`src/rtl/parity_step_counter_pkg.sv`:
```
// rtl/parity_step_counter_pkg.sv - shared types, mode constants and limit helper for the parity step counter
package parity_step_pkg;

  // Action taken on an enabled edge: step by +/-STEP, or a one-off +1 parity fix
  typedef enum logic {
    S_STEP  = 1'b0,
    S_ALIGN = 1'b1
  } state_e;

  localparam int SAT_WRAP  = 0;
  localparam int SAT_CLAMP = 1;

  // Parity-correct range limit: dir=1 gives MAXP, dir=0 gives MINP
  function automatic logic [31:0] limit_val(input int unsigned width, input logic parity,
                                            input logic dir);
    logic [31:0] top;
    top = (32'd1 << width) - 32'd1;
    if (dir) return parity ? top : top - 32'd1;
    else     return parity ? 32'd1 : 32'd0;
  endfunction

endpackage

```
`src/rtl/parity_step_counter_if.sv`:
```
// rtl/parity_step_counter_if.sv - control and status bundle of the parity step counter
interface parity_step_counter_if
  import parity_step_pkg::*;
#(
  parameter int WIDTH = 4
);
  logic             en;
  logic             load;
  logic [WIDTH-1:0] load_val;
  logic             P;
  logic             F;
  logic [WIDTH-1:0] out_count;
  logic             aligned;
  logic             wrap_o;
  logic             sat_o;
  state_e           fsm_state;

  modport master (
    output en, load, load_val, P, F,
    input  out_count, aligned, wrap_o, sat_o, fsm_state
  );

  modport slave (
    input  en, load, load_val, P, F,
    output out_count, aligned, wrap_o, sat_o, fsm_state
  );
endinterface

```
`src/rtl/parity_step_counter_alu.sv`:
```
// rtl/parity_step_counter_alu.sv - combinational next-value logic with wrap/saturate detection
module parity_step_alu
  import parity_step_pkg::*;
#(
  parameter int WIDTH    = 4,
  parameter int STEP     = 2,
  parameter int SAT_MODE = 0
) (
  input  logic [WIDTH-1:0] i_cur,
  input  logic             i_p,
  input  logic             i_f,
  input  state_e           i_state,
  output logic [WIDTH-1:0] o_next,
  output logic             o_wrap,
  output logic             o_sat
);

  localparam logic [WIDTH:0]   STEP_X   = (WIDTH+1)'(STEP);
  localparam logic [WIDTH:0]   ONE_X    = (WIDTH+1)'(1);
  localparam logic [WIDTH-1:0] ALL_ONES = {WIDTH{1'b1}};
  localparam logic [WIDTH-1:0] MAX_EVEN = ALL_ONES - 1'b1;

  logic [WIDTH:0] w_ext;
  logic [WIDTH:0] w_sum;

  // One extra bit of headroom: bit WIDTH flags overflow (up) or borrow (down)
  always_comb begin
    w_ext  = {1'b0, i_cur};
    w_sum  = w_ext;
    o_next = i_cur;
    o_wrap = 1'b0;
    o_sat  = 1'b0;
    if (i_state == S_ALIGN) begin
      if (SAT_MODE == SAT_CLAMP && i_cur == ALL_ONES && !i_p) begin
        // Cannot step +1 past the top when clamping, so fix parity downwards instead
        o_next = MAX_EVEN;
        o_sat  = 1'b1;
      end else begin
        w_sum  = w_ext + ONE_X;
        o_next = w_sum[WIDTH-1:0];
        o_wrap = w_sum[WIDTH];
      end
    end else begin
      w_sum = i_f ? (w_ext + STEP_X) : (w_ext - STEP_X);
      if (w_sum[WIDTH]) begin
        if (SAT_MODE == SAT_CLAMP) begin
          o_next = WIDTH'(limit_val(WIDTH, i_p, i_f));
          o_sat  = 1'b1;
        end else begin
          o_next = w_sum[WIDTH-1:0];
          o_wrap = 1'b1;
        end
      end else begin
        o_next = w_sum[WIDTH-1:0];
      end
    end
  end

endmodule

```
`src/rtl/parity_step_counter.sv`:
```
// rtl/parity_step_counter.sv - parity-forcing stepping counter with load, enable and limit handling
module parity_step_counter
  import parity_step_pkg::*;
#(
  parameter int WIDTH    = 4,
  parameter int STEP     = 2,
  parameter int SAT_MODE = 0
) (
  input logic                  clk,
  input logic                  rst,
  parity_step_counter_if.slave bus
);

  if (WIDTH < 2) begin : g_bad_width
    $error("parity_step_counter: WIDTH must be >= 2");
  end
  if ((STEP % 2) != 0 || STEP < 2 || STEP > (1 << (WIDTH - 1))) begin : g_bad_step
    $error("parity_step_counter: STEP must be even and within 2..2^(WIDTH-1)");
  end
  if (SAT_MODE != SAT_WRAP && SAT_MODE != SAT_CLAMP) begin : g_bad_mode
    $error("parity_step_counter: SAT_MODE must be 0 or 1");
  end

  state_e           r_state;
  state_e           w_state_nxt;
  logic [WIDTH-1:0] r_count;
  logic             r_aligned;
  logic             r_wrap;
  logic             r_sat;
  logic [WIDTH-1:0] w_next;
  logic             w_wrap;
  logic             w_sat;

  // Parity is re-checked every enabled cycle, so a P change costs exactly one align cycle
  always_comb begin
    w_state_nxt = S_STEP;
    if (r_count[0] != bus.P) w_state_nxt = S_ALIGN;
  end

  parity_step_alu #(
    .WIDTH    (WIDTH),
    .STEP     (STEP),
    .SAT_MODE (SAT_MODE)
  ) u_alu (
    .i_cur   (r_count),
    .i_p     (bus.P),
    .i_f     (bus.F),
    .i_state (w_state_nxt),
    .o_next  (w_next),
    .o_wrap  (w_wrap),
    .o_sat   (w_sat)
  );

  // State register records the action of the last enabled edge
  always_ff @(posedge clk or posedge rst) begin
    if (rst) begin
      r_state <= S_STEP;
    end else if (!bus.load && bus.en) begin
      r_state <= w_state_nxt;
    end
  end

  // Count and status: load beats enable; flags are single-cycle pulses
  always_ff @(posedge clk or posedge rst) begin
    if (rst) begin
      r_count   <= '0;
      r_aligned <= 1'b1;
      r_wrap    <= 1'b0;
      r_sat     <= 1'b0;
    end else if (bus.load) begin
      r_count   <= bus.load_val;
      r_aligned <= (bus.load_val[0] == bus.P);
      r_wrap    <= 1'b0;
      r_sat     <= 1'b0;
    end else if (bus.en) begin
      r_count   <= w_next;
      r_aligned <= 1'b1;
      r_wrap    <= w_wrap;
      r_sat     <= w_sat;
    end else begin
      r_wrap    <= 1'b0;
      r_sat     <= 1'b0;
    end
  end

  assign bus.out_count = r_count;
  assign bus.aligned   = r_aligned;
  assign bus.wrap_o    = r_wrap;
  assign bus.sat_o     = r_sat;
  assign bus.fsm_state = r_state;

endmodule

```
`src/flat_wrapper.sv`:
```
// flat-port wrapper written by rule: the top's interface ports become plain ports
module parity_step_counter_flat import parity_step_pkg::*;
#(
  parameter int WIDTH    = 4,
  parameter int STEP     = 2,
  parameter int SAT_MODE = 0
)
  (clk, rst, bus_en, bus_load, bus_load_val, bus_P, bus_F, bus_out_count, bus_aligned, bus_wrap_o, bus_sat_o, bus_fsm_state);
  parity_step_counter_if #(.WIDTH(WIDTH)) bus_i ();
  input logic clk;
  input logic rst;
  input wire logic [$bits(bus_i.en)-1:0] bus_en;
  input wire logic [$bits(bus_i.load)-1:0] bus_load;
  input wire logic [$bits(bus_i.load_val)-1:0] bus_load_val;
  input wire logic [$bits(bus_i.P)-1:0] bus_P;
  input wire logic [$bits(bus_i.F)-1:0] bus_F;
  output wire logic [$bits(bus_i.out_count)-1:0] bus_out_count;
  output wire logic [$bits(bus_i.aligned)-1:0] bus_aligned;
  output wire logic [$bits(bus_i.wrap_o)-1:0] bus_wrap_o;
  output wire logic [$bits(bus_i.sat_o)-1:0] bus_sat_o;
  output wire logic [$bits(bus_i.fsm_state)-1:0] bus_fsm_state;
  assign bus_i.en = bus_en;
  assign bus_i.load = bus_load;
  assign bus_i.load_val = bus_load_val;
  assign bus_i.P = bus_P;
  assign bus_i.F = bus_F;
  assign bus_out_count = bus_i.out_count;
  assign bus_aligned = bus_i.aligned;
  assign bus_wrap_o = bus_i.wrap_o;
  assign bus_sat_o = bus_i.sat_o;
  assign bus_fsm_state = bus_i.fsm_state;
  parity_step_counter #(.WIDTH(WIDTH), .STEP(STEP), .SAT_MODE(SAT_MODE)) u_core (.clk(clk), .rst(rst), .bus(bus_i));
endmodule
```
`config.mk`:
```
export PLATFORM = sky130hd
export DESIGN_NAME = parity_step_counter_flat
export DESIGN_NICKNAME = d
export VERILOG_FILES = /design/src/rtl/parity_step_counter_pkg.sv /design/src/rtl/parity_step_counter_if.sv /design/src/rtl/parity_step_counter_alu.sv /design/src/rtl/parity_step_counter.sv /design/src/flat_wrapper.sv
export SDC_FILE = /design/constraint.sdc
export NUM_CORES = 1
export LEC_CHECK = 0
export CORE_MARGIN = 2
export CORE_UTILIZATION = 40
export CTS_BUF_LIST = sky130_fd_sc_hd__clkbuf_8
export CTS_CLUSTER_SIZE = 16
export DETAILED_ROUTE_END_ITERATION = 7
export PLACE_DENSITY_LB_ADDON = 0.2
export RECOVER_POWER = 50
export SLEW_MARGIN = 20
export SYNTH_ARGS = -nofsm -noshare
export SYNTH_HDL_FRONTEND = slang
export SYNTH_SLANG_ARGS = --single-unit
```
`constraint.sdc`:
```
create_clock -name clk -period 1.5 [get_ports clk]
set_input_delay 0.45 -clock clk [delete_from_list [all_inputs] [get_ports clk]]
set_output_delay 0.45 -clock clk [all_outputs]
set_load 0.02 [all_outputs]
```
* Word-level counts from Yosys, hierarchy flattened
Cells that the tools add are included.
Operators by class: add/sub/neg operators 3, multiply operators 0, div/mod/pow operators 0, magnitude comparators 0, equality and inequality tests 2, shifts and indexed selects 0, mux-type cells 11, bitwise logic cells 0, reductions and logical operators 3
Operators with widths (number):
- 4-bit 2-to-1 mux | 3
- 1-bit 2-to-1 mux | 7
- 4-bit by 1-bit adder with 5-bit output, second input constant | 1
- 4-bit by 2-bit adder with 5-bit output, second input constant | 1
- 5-bit 2-to-1 mux | 1
- 4-bit by 2-bit subtractor with 5-bit output, second input constant | 1
- 2-bit nonzero test | 1
- 1-bit equality test | 1
- 1-bit logical AND | 1
- 1-bit zero test | 1
- 1-bit inequality test | 1
Storage, ports and cells: register bits after elaboration 7, bits in latches 0, bits in writable memories 0, ROM bits 0, bits of input ports 10, output and inout bits 8, logic and storage cells 23, memories kept 0

* Depth between registers and ports, before layout
Gate-level depths: netlist of run 1.
word-level depth 6, gate-level depth with buffers 6, mapped depth without buffers 5

* By module
Synthesis of run 1 repeated with hierarchy kept, for this count alone.
Unflattened totals: cell total of the unflattened synthesis 58, area, all modules 576.8 um^2
Modules (own cells, without submodules):
- parity_step_counter | times used 1, cells an instance 31, area an instance 365.4 um^2, seq. area each 201.4 um^2
- parity_step_alu | times used 1, cells an instance 27, area an instance 211.5 um^2, seq. area each 0.0 um^2

* Least setup slack after synthesis of run 1
OpenSTA, ideal clock, no wires.
path kind register to register, from reg u_core.r_count[0] (netlist: u_core.bus.out_count[0]), to reg u_core.r_count[1] (netlist: u_core.bus.out_count[1]), setup time 0.136 ns, arrival 1.449 ns, data required time 1.364 ns, setup slack -0.085 ns, stages on the path, launching flop included 7, buffers on the path 1, period minus slack after synthesis 1.585 ns, cells stage by stage dfrtp_1 inv_1 ha_1 buf_2 and3b_1 a221oi_1 o21ai_0
Between the ends: cells in the longest elaborated chain, start to end 5, elaborated cells between the ends (all ways) 9, classes of those cells 3 x add/sub; 1 x eq/ne; 5 x mux
Ends and longest elaborated chain:
- start, declared | RTL line parity_step_counter.sv:26 | logic [WIDTH-1:0] r_count;
- start signal, assigned | RTL line parity_step_counter.sv:71 | r_count <= bus.load_val;
- start signal, assigned | RTL line parity_step_counter.sv:76 | r_count <= w_next;
- 4-bit by 2-bit subtractor with 5-bit output (tied with other cells) | RTL line parity_step_counter_alu.sv:44 | w_sum = i_f ? (w_ext + STEP_X) : (w_ext - STEP_X);
- 5-bit 2-to-1 mux / 1-bit 2-to-1 mux (equally long branches) | RTL line parity_step_counter_alu.sv:44, parity_step_counter.sv:37
- 4-bit 2-to-1 mux (*) | RTL line parity_step_counter_alu.sv:33 | if (i_state == S_ALIGN) begin
- 4-bit 2-to-1 mux (*) | RTL line parity_step_counter.sv:75 | end else if (bus.en) begin
- 4-bit 2-to-1 mux (*) | RTL line parity_step_counter.sv:70 | end else if (bus.load) begin
Mark *: on every way between the ends. The rest lies on a longest branch, timed or not. The select of a mux whose other input is x is not followed. A chain may end at the register's enable or synchronous reset.

* Worst setup path in the final report of run 1
from reg u_core.r_count[1] (netlist: u_core.bus.out_count[1]), to reg u_core.r_count[2] (netlist: u_core.bus.out_count[2])
Between the ends: cells in the longest elaborated chain, start to end 5, elaborated cells between the ends (all ways) 7, classes of those cells 3 x add/sub; 4 x mux
Ends and longest elaborated chain (RTL line):
- 4-bit by 2-bit subtractor with 5-bit output / 4-bit by 2-bit adder with 5-bit output (equally long branches) | parity_step_counter_alu.sv:44
- 5-bit 2-to-1 mux | parity_step_counter_alu.sv:44
- 4-bit 2-to-1 mux (*) | parity_step_counter_alu.sv:33
- 4-bit 2-to-1 mux (*) | parity_step_counter.sv:75
- 4-bit 2-to-1 mux (*) | parity_step_counter.sv:70
Marked as above.

==> impl_metrics.yaml, run 1 <==
finish:
  final_area_um2: 837.1
  final_core_utilization_pct: 65.98
  drive_gt1_share_pct: 29.55
  syn_to_final_growth_pct: 59.29
  mostFrequentLayoutCell: "buf_4"
  diodes: 0
  multi_input_area_um2: 334.1
  seq_area_um2: 178.9
  n_fill_cell: 112
  final_cell_mix: "buf_4 (11), dlygate4sd2_1 (7), nand2_1 (6)"
  nets: 104
synth:
  yosys.area.top_type_share_pct: 28.57
  synthCells: 58
  ys_seq_area_share_pct: 33.57
  yosys_warnings: 0
  synth_ff_type: "dfrtp_1"
  synth_seq_cells: 7
  yosysTopAreaCell: "dfrtp_1"
  synthesis.area_um2: 525.5
  synthTopCellsByArea: "dfrtp_1 (29%), ha_1 (9.5%), dfstp_2 (5.0%), nand2_1 (4.3%), fa_1 (3.8%)"
  avgSynthCellArea_um2: 9.060
  synth_edf_count: 0
  yosysUniqueCellTypes: 34
  syn_nets: 73
  async_flop_share_pct: 100.0
timing:
  finalCritPeriodShare_pct: 98.02
  drv_slew: 0
  postLayoutSetupSlackWorst_ns: 0.02970
  period_needed_ns: 1.470
  setup-tns-final_ns: 0
  setup_viol_count_final: 0
  fmax_ghz: 0.6801
  finClkSkew_ns: 0.0003393
  hold_viol_final: 0
routing:
  wirelength_um: 1302
  vias: 532
  firstDrtPassIters: 2
  drc: 0
  postRouteAntennaNets: 0
  wl_per_cell_um: 12.64
  via_per_inst: 5.165
  drtIter0Drc: 7
grt:
  grt_overflow: 0
  grt_max_degree: 12
  grt-busiest-layer: "met2"
  grt_pass1_wl_um: 2028
  gr-usage-met2_pct: 33.06
  antenna_found_initial: 0
  grt_util_all_layers_pct: 18.99
  grt_pass1_vias: 488
  use_met3_pct: 3.333
  grt_use_met1_pct: 23.91
critical_path:
  cp.arrival_ns: 1.60
  crit_path_max_fanout: 4
  cp_cell_sequence: "fa_1, nand2b_1, a21oi_2, o31ai_1"
  critPathMaxStageDelay_ns: 0.55
  cpLargestDelayFamily: "adder cells"
  critPathRequiredTime_ns: 1.63
  worstSetupPathType: "reg -> reg"
  slowest_stage: "fa_1"
  end_kind: "register"
  cp-start-kind: "register"
  worst-path-buf-inv: 0
clock_network:
  clock_latency_ns: 0.22
  cts_inserted_buffers: 3
  root_buffer: "clkbuf_8"
  cts_sinks: 7
  htreeDepth: 1
  cts_tree: "built"
  max-clock-path-buffers: 2
  postCtsSetupBuffers: 0
  clk_pin_slew_ns: 0.04
die:
  fp.dieW_um: 40.25
  start_util_pct: 41.42
  dieArea_um2: 1620
  pin_count: 18
  rows: 13
  core_um2: 1269
  die_height_um: 40.25
pwr:
  p_per_area_nw_per_um2: 973.8
  vdd_drop_max_uv: 703.6
  power.leakage_nw: 0.4107
place:
  port_buffers: 16
  gp_congestion: 0.7794
  postPlaceCellArea_um2: 787.0
  pre_cts_slack_ns: -0.4568
  hpwl_um: 989.3
status:
  status: "finished, final reports clean"
hold_path:
  hp-class: "reg -> reg"
job:
  cap_violations: 0
==> synthesized netlist by cell type, types with 2 or more instances <==
cell / count
nand3_1: 3
a21oi_1: 3
inv_1: 4
nor2_1: 2
nand2_1: 6
o21ai_0: 4
ha_1: 4
dfrtp_1: 6
==> stage by stage <==
| stage | total power, mW | instances | hold WS [ns] |
|---|---|---|---|
| floorplan | 0.4141 | 58 | 0.2526 |
| global placement | 0.5545 | 99 | 0.4725 |
| detailed placement | 0.5635 | 99 | 0.4731 |
| CTS | 0.8180 | 103 | 0.4749 |
| global route | 0.8732 | 103 | 0.5223 |
| finish | 0.8151 | 103 | 0.4728 |
==> where the power goes <==
group	switching (mW)	internal, mW	total, mW
Sequential	0.0170	0.217	0.234
Combinational	0.160	0.162	0.322
Clock	0.0816	0.177	0.259
==> timing repair <==
item,in CTS,in global routing
setup endpoints to repair,12,5
gates cloned,0,0
pin swaps,1,1
hold buffers,0,0
resized for setup,14,6
==> state kept, by name, summed over array words and instances, names as in the netlist <==
| signal | flops |
|---|---|
| u_core.bus.out_count | 4 |
| u_core.bus.wrap_o | 1 |
| u_core.bus.aligned | 1 |
| u_core.bus.fsm_state | 1 |
==> final timing paths <==
| path | to | slack (ns) | cells after the start | startpoint |
|---|---|---|---|---|
| max in group asynchronous | u_core.bus.aligned | 0.62 | 2 | rst |
| hold reg to reg | u_core.bus.fsm_state | 0.47 | 2 | u_core.bus.fsm_state |
| min in group asynchronous | u_core.bus.fsm_state | 0.60 | 2 | rst |
| setup reg to reg | u_core.bus.out_count[2] | 0.03 | 4 | u_core.bus.out_count[1] |
| setup / recovery | u_core.bus.out_count[2] | 0.03 | 4 | u_core.bus.out_count[1] |
| hold / removal | u_core.bus.fsm_state | 0.47 | 2 | u_core.bus.fsm_state |
==> cells by family after synthesis <==
family | Yosys count | share of synthesized area [%]
adder cells (fa/ha/maj) | 5 | 13.33
other | 1 | 0.7136
multiplexers | 1 | 1.905
XOR/XNOR | 2 | 3.334
AND/OR/NAND/NOR | 20 | 21.91
buffers and inverters | 7 | 5.950
flip-flops | 7 | 33.57
AO/OA/AOI/OAI | 15 | 19.29
==> worst reg2reg max path: cells and delay by family (launching register included) <==
kind	cells	cell delay [ns]
AO/OA/AOI/OAI	2	0.27
adder cells (fa/ha/maj)	1	0.55
flip-flops	1	0.43
AND/OR/NAND/NOR	1	0.13
==> per-layer routing <==
| layer | up-vias | share of wire (%) |
|---|---|---|
| met5 | - | 0 |
| met4 | 0 | 0.77 |
| met3 | 2 | 3.5 |
| met2 | 12 | 48 |
| met1 | 252 | 48 |
| li1 | 266 | - |
==> cell type report <==
type	count	share of cell area, %
Clock buffer	3	4.933
Sequential cell	7	21.38
Timing Repair Buffer	29	29.30
Inverter	4	1.794
Clock inverter	1	0.4484
Multi-Input combinational cell	44	39.91
Tap cell	15	2.242
(Power assumes the default switching activity.)
==> inputs of run 2 (changes only) <==
--- a/config.mk
+++ b/config.mk
@@ -5,11 +5,11 @@
 export SDC_FILE = /design/constraint.sdc
 export NUM_CORES = 1
 export LEC_CHECK = 0
-export CORE_MARGIN = 2
-export CORE_UTILIZATION = 40
+export CORE_AREA = 2 2 39 41
 export CTS_BUF_LIST = sky130_fd_sc_hd__clkbuf_8
 export CTS_CLUSTER_SIZE = 16
 export DETAILED_ROUTE_END_ITERATION = 7
+export DIE_AREA = 0 0 41 43
 export PLACE_DENSITY_LB_ADDON = 0.2
 export RECOVER_POWER = 50
 export SLEW_MARGIN = 20
==> impl_metrics.yaml, run 2 (synthesis results as in run 1) <==
critical_path:
  cp_cell_sequence: "dlygate4sd2_1, inv_2, fa_1, nand2b_1, a21oi_2, o31ai_1"
  cp.arrival_ns: 1.57
  worstSetupPathType: "in -> reg"
  endpoint: "u_core.bus.out_count[2]"
  reg2reg_from: "u_core.bus.out_count[1]"
  worst-path-buf-inv: 2
  end_kind: "register"
  crit_path_max_fanout: 3
  rrSetupSlack_ns: 0.07
  critPathLaunch: "bus_F"
  critPathMaxStageDelay_ns: 0.40
  cp-start-kind: "input port"
  cpLargestDelayFamily: "adder cells"
  worstRegToRegCells: 4
  reg2reg_to: "u_core.bus.out_count[2]"
  slowest_stage: "fa_1"
  critPathRequiredTime_ns: 1.61
  crit_cells: 6
clock_network:
  cts_tree: "built"
  cts_inserted_buffers: 3
  clk_pin_slew_ns: 0.04
  htreeDepth: 1
  clock_latency_ns: 0.23
  holdBufCountCts: 0
  postCtsSetupBuffers: 0
  cts_sinks: 7
  root_buffer: "clkbuf_8"
  max-clock-path-buffers: 2
finish:
  seq_area_um2: 178.9
  diodes: 0
  multi_input_area_um2: 340.3
  mostFrequentLayoutCell: "buf_4"
  n_fill_cell: 131
  final_core_utilization_pct: 61.39
  drive_gt1_share_pct: 30.34
  largest_register_ffs: 4
  nets: 105
  syn_to_final_growth_pct: 61.67
  final_cell_mix: "buf_4 (13), dlygate4sd2_1 (8), nand2_1 (6)"
status:
  status: "finished, final reports clean"
grt:
  antenna_found_initial: 0
  grt_pass1_vias: 529
  grt_pass1_wl_um: 2194
  gr-usage-met2_pct: 30.63
  grt-busiest-layer: "met2"
  grt_overflow: 0
  use_met3_pct: 9.424
  grt_util_all_layers_pct: 18.33
  grt_max_degree: 8
  grt_use_met1_pct: 19.48
pwr:
  p_sw_share_pct: 31.54
  pwr-share-seq_pct: 29.1
  intPower_uw: 558.1
  pwr-share-comb_pct: 39.4
  finalPower_uw: 815.2
  power.leakage_nw: 0.4162
  vdd_drop_max_uv: 970.1
  p_sw_uw: 257.1
  p_per_area_nw_per_um2: 959.5
  clkPwrFrac_pct: 31.5
routing:
  drtIter0Drc: 1
  via_per_inst: 4.962
  firstDrtPassIters: 2
  vias: 521
  wl_per_cell_um: 12.45
  postRouteAntennaNets: 0
  drc: 0
  wirelength_um: 1307
timing:
  finClkSkew_ns: 0.001866
  hold_viol_final: 0
  drv_slew: 0
  period_needed_ns: 1.463
  setup_viol_count_final: 0
  setup-tns-final_ns: 0
  finalCritPeriodShare_pct: 97.53
  fmax_ghz: 0.6836
die:
  fp.dieW_um: 41
  core_um2: 1384
  die_height_um: 43
  rows: 14
  pin_count: 18
  start_util_pct: 37.97
  dieArea_um2: 1763
hold_path:
  hp-class: "reg -> reg"
  hold_start: "u_core.bus.fsm_state"
place:
  gp_congestion: 0.7431
  hpwl_um: 1043
  port_buffers: 16
job:
  cap_violations: 0
run 2: area by class of cell:
class / instances / share of cell area, %
clock buffer: 3 / 4.860
clock inverter: 1 / 0.4418
inverter: 4 / 1.767
multi-input combinational: 44 / 40.06
sequential: 7 / 21.06
tap: 16 / 2.356
timing repair buffer: 30 / 29.46
run 2: worst min-delay path by stage:
stage                                          to  slack [ns]  depth (start not counted)
final                        u_core.bus.fsm_state        0.46                          2
after global routing         u_core.bus.fsm_state        0.49                          2
after global placement       u_core.bus.fsm_state        0.46                          2
after CTS                 u_core.bus.out_count[2]        0.47                          2
after detailed placement     u_core.bus.fsm_state        0.47                          2
after floorplan              u_core.bus.fsm_state        0.25                          1
run 2: repair_timing:
action | in CTS | in global routing
endpoints found under the setup margin | 12 | 5
resized for setup | 13 | 5
cloned | 0 | 0
pin swaps | 0 | 1
run 2: worst reg2reg max path, cell delays in order (launching register included):
cell	delay (ns)
dfrtp_2	0.43
fa_1	0.53
nand2b_1	0.13
a21oi_2	0.07
o31ai_1	0.18
run 2: through the flow:
stage	area [µm²]	hold slack, ns	setup slack, ns	instances
floorplan	533.0	0.2526	0.002314	58
global placement	795.8	0.4590	-0.4344	101
detailed placement	795.8	0.4670	-0.4669	101
CTS	843.3	0.4715	0.0006266	105
global route	849.6	0.4891	-0.009196	105
finish	849.6	0.4641	0.03711	105
run 2: per-layer routing:
layer  wire length (µm)  vias to the layer above
met2                651                       14
met3                 70                        2
met1                577                      239
met4                  7                        0
met5                  0                        -
li1                   -                      266
run 2: power by group through the flow:
stage | sequential (mW) | clock, mW | combinational (mW)
finish | 0.237 | 0.257 | 0.321
detailed placement | 0.240 | 0 | 0.326
floorplan | 0.278 | 0 | 0.136
CTS | 0.237 | 0.264 | 0.320
global placement | 0.240 | 0 | 0.320
global route | 0.241 | 0.276 | 0.353
==> inputs of run 3 (changes only) <==
==> constraint.sdc (replaced) <==
create_clock -name clk -period 1.6 [get_ports clk]
set_input_delay 0.48 -clock clk [delete_from_list [all_inputs] [get_ports clk]]
set_output_delay 0.48 -clock clk [all_outputs]
set_load 0.02 [all_outputs]
==> impl_metrics.yaml, run 3 (synthesis results as in run 1) <==
critical_path:
  cp.arrival_ns: 1.07
  critPathMaxStageDelay_ns: 0.52
  cpLargestDelayFamily: "flip-flops"
  cp-start-kind: "register"
  worstSetupPathType: "reg -> out"
  worst-path-buf-inv: 1
  crit_path_max_fanout: 2
  reg2reg_from: "u_core.bus.out_count[3]"
  slowest_stage: "dfstp_2"
  rrSetupSlack_ns: 0.19
  cp_cell_sequence: "dlygate4sd2_1"
  worstRegToRegCells: 5
  reg2reg_to: "u_core.bus.wrap_o"
  critPathRequiredTime_ns: 1.12
  end_kind: "primary output"
grt:
  grt_pass1_wl_um: 2208
  grt_pass1_vias: 536
  grt_use_met1_pct: 21.82
  grt_util_all_layers_pct: 18.55
  antenna_found_initial: 0
  grt_max_degree: 12
  grt_overflow: 0
  grt-busiest-layer: "met2"
  gr-usage-met2_pct: 30.00
  use_met3_pct: 6.283
clock_network:
  root_buffer: "clkbuf_8"
  cts_tree: "built"
  clock_latency_ns: 0.23
  postCtsSetupBuffers: 0
  max-clock-path-buffers: 2
  htreeDepth: 1
  clk_pin_slew_ns: 0.04
  cts_inserted_buffers: 3
  cts_sinks: 7
  holdBufCountCts: 0
routing:
  wl_per_cell_um: 12.26
  wirelength_um: 1263
  firstDrtPassIters: 4
  postRouteAntennaNets: 0
  via_per_inst: 5.194
  drc: 0
  drtIter0Drc: 2
  vias: 535
finish:
  mostFrequentLayoutCell: "buf_4"
  n_fill_cell: 132
  diodes: 0
  nets: 103
  largest_register_ffs: 4
  syn_to_final_growth_pct: 57.14
  drive_gt1_share_pct: 21.84
  final_area_um2: 825.8
  final_cell_mix: "buf_4 (12), dlygate4sd2_1 (9), nand2_1 (6), dfrtp_1 (6), clkdlybuf4s50_1 (5)"
die:
  pin_count: 18
  core_um2: 1384
  dieArea_um2: 1763
  start_util_pct: 37.97
  rows: 14
  fp.dieW_um: 41
  die_height_um: 43
timing:
  setup_viol_count_final: 0
  drv_slew: 0
  rsz0062_at_grt: "false"
  hold_viol_final: 0
  finClkSkew_ns: 0.003154
  fmax_ghz: 0.6444
  period_needed_ns: 1.552
  setup-tns-final_ns: 0
  finalCritPeriodShare_pct: 96.99
pwr:
  power.leakage_nw: 0.4080
  p_per_area_nw_per_um2: 921.1
  vdd_drop_max_uv: 546.3
place:
  hpwl_um: 934.1
  gp_congestion: 0.7331
  postPlaceCellArea_um2: 779.5
  port_buffers: 16
hold_path:
  hp-class: "reg -> reg"
  hold_start: "u_core.bus.fsm_state"
  hold_end: "u_core.bus.fsm_state"
  holdPathStages: 2
job:
  cap_violations: 0
status:
  status: "finished, final reports clean"
==> run 3: cell count changes in the layout (fill, tap and decap cells not counted), sizes merged <==
cell	delta
buf	-1
clkbuf	-2
dlygate4sd2	+1
==> run 3: through the flow <==
| stage | std cells | power [mW] | utilization [%] | hold slack (ns) | worst slack (ns) |
|---|---|---|---|---|---|
| final | 103 | 0.7607 | 59.67 | 0.4650 | 0.04820 |
| after global routing | 103 | 0.8153 | 59.67 | 0.4880 | 0.02924 |
| after CTS | 103 | 0.7660 | 59.67 | 0.4723 | 0.04440 |
| after detailed placement | 99 | 0.5226 | 56.33 | 0.4670 | -0.3925 |
| after global placement | 99 | 0.5154 | 56.33 | 0.4602 | -0.3586 |
| after floorplan | 58 | 0.3803 | - | 0.2827 | 0.01483 |
==> run 3: final cells by class <==
cell class	instances	area, µm²	share of cell area [%]
multi-input cells	44	327.8	39.70
clock buffers	3	41.29	5.000
repair buffers	28	241.5	29.24
inverters	4	15.01	1.818
flip-flops and latches	7	176.4	21.36
well taps	16	20.02	2.424
clock inverters	1	3.754	0.4545
==> run 3: how the worst max path moves through the flow <==
stage                                       start                 endpoint  cells past startpoint
after global routing           u_core.bus.aligned              bus_aligned                      1
after detailed placement                    bus_F  u_core.bus.out_count[2]                      6
final                          u_core.bus.aligned              bus_aligned                      1
after floorplan           u_core.bus.out_count[0]  u_core.bus.out_count[1]                      6
after CTS                      u_core.bus.aligned              bus_aligned                      1
after global placement                      bus_F  u_core.bus.out_count[2]                      6
==> run 3: worst reg2reg max path, delay by kind of cell (launching register included) <==
kind,cells,cell delay (ns)
flops,1,0.36
simple gates,1,0.07
buf+inv,1,0.14
fa+ha+maj,1,0.34
compound gates,2,0.37
==> run 3: what timing repair did <==
| item | in CTS | in global routing |
|---|---|---|
| pin swaps | 3 | 0 |
| resized for setup | 12 | 1 |
| setup endpoints to repair | 12 | 1 |
==> run 3: routing by layer <==
layer	vias to the layer above	routed length, µm
met4	0	17
met5	-	0
met2	18	619
met1	250	558
li1	264	-
met3	3	67
==> run 3: where the power goes <==
part,total [mW],leakage (nW),internal [mW],switching (mW)
logic,0.288,0.296,0.146,0.141
registers,0.219,0.0850,0.202,0.0166
clock network,0.254,0.0269,0.167,0.0870
